--- src/rtl/serial_adder_ctrl.sv ---
// Bit-serial ripple adder controller: feeds one operand bit pair per clock, LSB first, through a single adder cell.
// Latency: start accepted at edge 0, result and done_out at edge WIDTH, back in IDLE after edge WIDTH+1.
// Backpressure: none; start_in is ignored while busy_out is high and is not queued.
//
// Ports:
//   clk_in     rising-edge clock
//   rst_n_in   asynchronous active-low reset, clears all state and outputs
//   start_in   request, sampled only in IDLE
//   a_in/b_in  operands, captured with cin_in on an accepted start
//   busy_out   high in SHIFT and DONE (registered)
//   done_out   one-cycle pulse when sum_out/carry_out have just been loaded
//   sum_out    result, held until the next completion
//   carry_out  final carry, held until the next completion
module serial_adder_ctrl #(
   parameter int WIDTH = 8
) (
   input  logic             clk_in,
   input  logic             rst_n_in,
   input  logic             start_in,
   input  logic [WIDTH-1:0] a_in,
   input  logic [WIDTH-1:0] b_in,
   input  logic             cin_in,
   output logic             busy_out,
   output logic             done_out,
   output logic [WIDTH-1:0] sum_out,
   output logic             carry_out
);

   // One extra bit over clog2 keeps WIDTH-1 representable for every legal WIDTH.
   localparam int CW = $clog2(WIDTH) + 1;

   typedef enum logic [1:0] {
      IDLE  = 2'd0,
      SHIFT = 2'd1,
      DONE  = 2'd2
   } state_t;

   state_t           state, state_nxt;
   logic [CW-1:0]    cnt, cnt_nxt;
   logic [WIDTH-1:0] a_sh, a_sh_nxt;
   logic [WIDTH-1:0] b_sh, b_sh_nxt;
   logic [WIDTH-1:0] sum_sh, sum_sh_nxt;
   logic             c, c_nxt;
   logic             busy_nxt, done_nxt;
   logic [WIDTH-1:0] sum_out_nxt;
   logic             carry_out_nxt;

   // The adder cell: operates on the current LSBs and the registered carry.
   logic s_bit, c_new;
   assign s_bit = a_sh[0] ^ b_sh[0] ^ c;
   assign c_new = (a_sh[0] & b_sh[0]) | (c & (a_sh[0] ^ b_sh[0]));

   always_ff @(posedge clk_in or negedge rst_n_in) begin
      if (!rst_n_in) begin
         state     <= IDLE;
         cnt       <= '0;
         a_sh      <= '0;
         b_sh      <= '0;
         sum_sh    <= '0;
         c         <= 1'b0;
         busy_out  <= 1'b0;
         done_out  <= 1'b0;
         sum_out   <= '0;
         carry_out <= 1'b0;
      end else begin
         state     <= state_nxt;
         cnt       <= cnt_nxt;
         a_sh      <= a_sh_nxt;
         b_sh      <= b_sh_nxt;
         sum_sh    <= sum_sh_nxt;
         c         <= c_nxt;
         busy_out  <= busy_nxt;
         done_out  <= done_nxt;
         sum_out   <= sum_out_nxt;
         carry_out <= carry_out_nxt;
      end
   end

   always_comb begin
      state_nxt     = state;
      cnt_nxt       = cnt;
      a_sh_nxt      = a_sh;
      b_sh_nxt      = b_sh;
      sum_sh_nxt    = sum_sh;
      c_nxt         = c;
      done_nxt      = 1'b0;
      sum_out_nxt   = sum_out;
      carry_out_nxt = carry_out;

      case (state)
         IDLE: begin
            if (start_in) begin
               a_sh_nxt   = a_in;
               b_sh_nxt   = b_in;
               c_nxt      = cin_in;
               sum_sh_nxt = '0;
               cnt_nxt    = '0;
               state_nxt  = SHIFT;
            end
         end
         SHIFT: begin
            a_sh_nxt   = a_sh >> 1;
            b_sh_nxt   = b_sh >> 1;
            c_nxt      = c_new;
            // Sum bits enter at the MSB so after WIDTH shifts bit 0 sits at the LSB.
            sum_sh_nxt = {s_bit, sum_sh[WIDTH-1:1]};
            cnt_nxt    = cnt + CW'(1);
            if (cnt == CW'(WIDTH - 1)) begin
               sum_out_nxt   = sum_sh_nxt;
               carry_out_nxt = c_new;
               done_nxt      = 1'b1;
               state_nxt     = DONE;
            end
         end
         DONE: begin
            state_nxt = IDLE;
         end
         default: begin
            state_nxt = IDLE;
         end
      endcase

      // Registered busy tracks the state we are about to enter.
      busy_nxt = (state_nxt != IDLE);
   end

endmodule

--- config.mk ---
export PLATFORM = sky130hd
export DESIGN_NAME = serial_adder_ctrl
export DESIGN_NICKNAME = d
export VERILOG_FILES = /design/src/rtl/serial_adder_ctrl.sv
export SDC_FILE = /design/constraint.sdc
export NUM_CORES = 1
export LEC_CHECK = 0
export ABC_AREA = 1
export ABC_CLOCK_PERIOD_IN_PS = 2400
export BUFFER_PORTS_ARGS = -buffer_cell sky130_fd_sc_hd__buf_2
export CAP_MARGIN = 20
export CORE_AREA = 10 10 78 67
export DETAILED_ROUTE_END_ITERATION = 10
export DIE_AREA = 0 0 88 77
export PLACE_DENSITY = 0.71
export SKIP_CTS_REPAIR_TIMING = 1
export SLEW_MARGIN = 20
export SYNTH_ARGS = -nofsm -noshare
export SYNTH_HDL_FRONTEND = slang
export SYNTH_SLANG_ARGS = --single-unit
--- constraint.sdc ---
create_clock -name clk_in -period 2.4 [get_ports clk_in]
set_input_delay 0 -clock clk_in [delete_from_list [all_inputs] [get_ports clk_in]]
set_output_delay 0 -clock clk_in [all_outputs]
set_load 0.05 [all_outputs]
== Yosys cells after proc, flatten, opt, wreduce, memory -nomap -nowiden ==
Index checks and enable logic that the tools add are counted.
Storage, ports and cells
  word-level logic and storage cells: 39
  register bits: 42
Operators by class
  bitwise operators: 5
  muxes and demuxes: 15
  reduce and logical (&&, ||, !) cells: 5
  equality and inequality tests: 3
  $add $sub $neg: 1
Operators by type and width (count)
  $pmux W8 S2: 3
  $mux W8: 3
  $pmux W4 S2: 1
  $add A4 B1 Y4 const B: 1
  $eq A4 B3 Y1 const B: 1
  $mux W2: 2
  $mux W4: 1
  $pmux W2 S2: 1
  $reduce_and A2 Y1: 2
  $reduce_bool A2 Y1: 2
  $mux W1: 3
  $and A1 B1 Y1: 2
  $eq A2 B1 Y1 const B: 1
  $logic_not A2 Y1: 1
  $ne A2 B2 Y1 const B: 1
  $pmux W1 S2: 1
  $xor A1 B1 Y1: 2
  $or A1 B1 Y1: 1

== Logic depth before layout (Yosys ltp) ==
  depth after elaboration: 4
  depth in mapped cells: 6
  depth with buffers taken out: 6

== Worst setup path before layout ==
Ideal clock, no wire load.
  path type: reg2reg
  from: register c
  to: register sum_out[7]
  setup slack: 1.248 ns
  buffers on the path: 0
  arrival: 1.035 ns
  cell stages (with the launch flop): 6
  data required time: 2.282 ns
  cells stage by stage: dfrtp_1 inv_1 fa_1 inv_1 nand2_1 nand2_1
Between the ends
  longest elaborated chain between the ends: 1
RTL lines
  from (decl): RTL line 43  | logic c, c_nxt;
  from (signal assigned): RTL line 71  | c <= c_nxt;
  $xor A1 B1 Y1: RTL line 50  | assign s_bit = a_sh[0] ^ b_sh[0] ^ c;
  to (signal assigned): RTL line 74  | sum_out <= sum_out_nxt;
  to (decl): RTL line 25  | output logic [WIDTH-1:0] sum_out,
No other way between the ends.
A chain may end at the register's enable or synchronous reset.

== Worst setup path in the final report ==
  from: register state[1]
  to: register a_sh[6]
Between the ends
  longest elaborated chain between the ends: 3
  elaborated cells between the ends (all ways): 6
RTL lines
  from (decl): RTL line 38  | state_t state, state_nxt;
  from (signal assigned): RTL line 66  | state <= state_nxt;
  $eq A2 B1 Y1 or $logic_not A2 Y1 (tied branches): RTL line 90  | case (state)
  $reduce_bool A2 Y1 (no line) or $ne A2 B2 Y1 (tied branches)
  $reduce_and A2 Y1 (no line)
  to (signal assigned): RTL line 68  | a_sh <= a_sh_nxt;
  to (decl): RTL line 40  | logic [WIDTH-1:0] a_sh, a_sh_nxt;
Parallel ways exist; a longest one is shown, timed or not.

==> out/metrics.yaml <==
status: "finished clean"
grt-ovfl-total: 0
final_cell_mix: "nand2_1, nand3_1, dfrtp_1, buf_2, dlygate4sd3_1"
diodes: 0
core_area_mm2: 0.00368
crit_path_max_fanout: 29
ys_seq_elements: 41
first_pass_iters: 4
remaining_drc_errors: 0
r2r_end: "a_sh[6]"
max-cap-violations: 0
setup_tns_ns: 0
cp_data_required_time_ns: 2.63
p_leak_uw: 0.00115
io_pins: 31
fp.dieArea_mm2: 0.00678
track_usage_pct: 10.6
synth.area.top_cells: "dfrtp_1, nand2_1, nand3_1"
layout_min_cycle_time_ns: 1.51
hold_class: "primary input to asynchronous set/reset pin"
reg2reg_depth: 5
max_slew_margin_pct: 42.2
die_x_um: 88
crit_start: "state[1]"
drive_gt1_share_pct: 17.9
critical_path.slowest_cell: "nor2_4"
tightestPinTransition_ns: 0.868
grt_pass1_wl_mm: 5.91
netlist.area_leader.share_pct: 57.6
area_growth_syn_to_layout_pct: 23.9
antenna_found_initial: 0
die_h_um: 77
portBuffers: 30
syn_nets: 221
cts_max_level: 2
routed_via_density: 4.88
row_count: 20
final_antenna_net_count: 0
grt_pass1_vias: 1327
critPathKind: "flip-flop to flip-flop"
nNetsFinal: 267
maxSlewViolCount: 0
setup_violations: 0
yosysWarnings: 0
hold_violations: 0
yosysTopAreaCell: "dfrtp_1"
powerDensity_mw_per_mm2: 1270
syn-cell-area_mm2: 0.00178
final_common_cell: "nand2_1"
final-seq-area_mm2: 0.00103
power.total_uw: 2790
yosysSeqAreaShare_pct: 57.6
r2r-start: "state[1]"
wl_per_cell_um: 12.2
multiInputGateArea_um2: 648
drt_iter0_markers: 87
grt_max_degree: 42
finalWirelength_mm: 3.55
skew_ns: 0.00427
dpl.hpwl_mm: 2.23
netlist_instances: 199
avgSynthCellArea_um2: 8.95
r2r_setup_slack_ns: 0.89
clock.fmax_ghz: 0.664
worst_path_largest_cell_delay_ns: 0.46
cts_buffers: 5
routed-via-count: 1416
clk_pin_slew_worst_paths_ns: 0.07
start_util_pct: 48.4
gp_congestion: 0.751
cp_data_arrival_time_ns: 1.74
rsz0062_at_grt: "no"
path_cells: "inv_2 > nand2_2 > nor2_4 > nand2_1 > nand3_1"
synth_cell_types: 20
peakVddDrop_mv: 0.616
cts_tree: "yes"
worst_setup_path_end_kind: "flip-flop"
cts-root-buf: "clkbuf_8"
finalCritPeriodShare_pct: 62.8
cts.sinks: 41
nFillCells: 321
clk_latency_ns: 0.29
startpoint_type: "flip-flop"
cts_buffer_depth: 2
-- critical path, delay by kind of cell, from the launching register on --
kind | cells | cell delay, ns
flops | 1 | 0.37
buf+inv | 1 | 0.08
simple gates | 4 | 0.98
-- final cells by class --
type	instances	share of cell area (%)
Multi-Input combinational cell	141	29.3
Inverter	8	1.47
Tap cell	44	2.49
Sequential cell	41	46.5
Clock buffer	7	3.91
Clock inverter	1	1.36
Timing Repair Buffer	48	15.0
-- sequential cells by signal, summed over array words and instances (netlist names) --
register   count
b_sh           8
sum_out        8
carry_out      1
sum_sh         7
c              1
a_sh           8
state          2
done_out       1
cnt            4
busy_out       1
-- worst max path at each step --
| stage | endpoint | slack (ns) | depth (start not counted) |
|---|---|---|---|
| after CTS | a_sh[6] | 0.88 | 5 |
| final | a_sh[6] | 0.89 | 5 |
| after global placement | a_sh[6] | 0.92 | 5 |
| after detailed placement | a_sh[6] | 0.90 | 5 |
| after floorplan | sum_out[7] | 1.25 | 5 |
| after global routing | a_sh[3] | 0.73 | 5 |
-- cell families (layout without fill, tap and decap cells) --
| logic type | after synthesis | after routing | share of synthesized area [%] |
|---|---|---|---|
| buffers and inverters | 17 | 64 | 6.04 |
| DFF | 41 | 41 | 57.6 |
| AOI/OAI and AO/OA | 4 | 4 | 1.26 |
| adders and majority gates | 2 | 2 | 1.83 |
| and+or+nand+nor | 135 | 135 | 33.3 |
-- per-layer routing --
layer	vias to the layer above	GRT usage, %	wire length (um)
met4	0	4.78	68
li1	735	-	-
met3	7	3.91	243
met1	642	13.6	1710
met5	-	0	0
met2	32	15.4	1530
-- power by group --
| part | switching, uW | internal (uW) | total [uW] |
|---|---|---|---|
| combinational | 764 | 317 | 1080 |
| sequential | 172 | 976 | 1150 |
| clock | 227 | 339 | 566 |
| total | 1160 | 1630 | 2790 |
-- per-stage QoR --
| stage | setup WS, ns | utilization (%) | area [um^2] | hold WS (ns) | instances |
|---|---|---|---|---|---|
| 3_3_place_gp | 0.917 | 52.0 | 1910 | 0.168 | 264 |
| 2_1_floorplan | 1.25 | - | 1780 | -0.296 | 199 |
| 6_report | 0.893 | 60.0 | 2210 | 0.356 | 290 |
| 4_1_cts | 0.883 | 55.1 | 2030 | -0.148 | 272 |
| 3_5_place_dp | 0.902 | 52.0 | 1910 | 0.173 | 264 |
| 5_1_grt | 0.726 | 60.0 | 2210 | 0.462 | 290 |
-- Yosys cell counts (all sizes together) --
| library cell | count |
|---|---|
| nand4 | 1 |
| nor2 | 6 |
| a21oi | 1 |
| buf | 9 |
| fa | 1 |
| o21bai | 1 |
| ha | 1 |
| o21ai | 2 |
| inv | 8 |
| dfrtp | 41 |
| nand3 | 45 |
| nand2 | 83 |
Power figures use the tool's default switching activity.
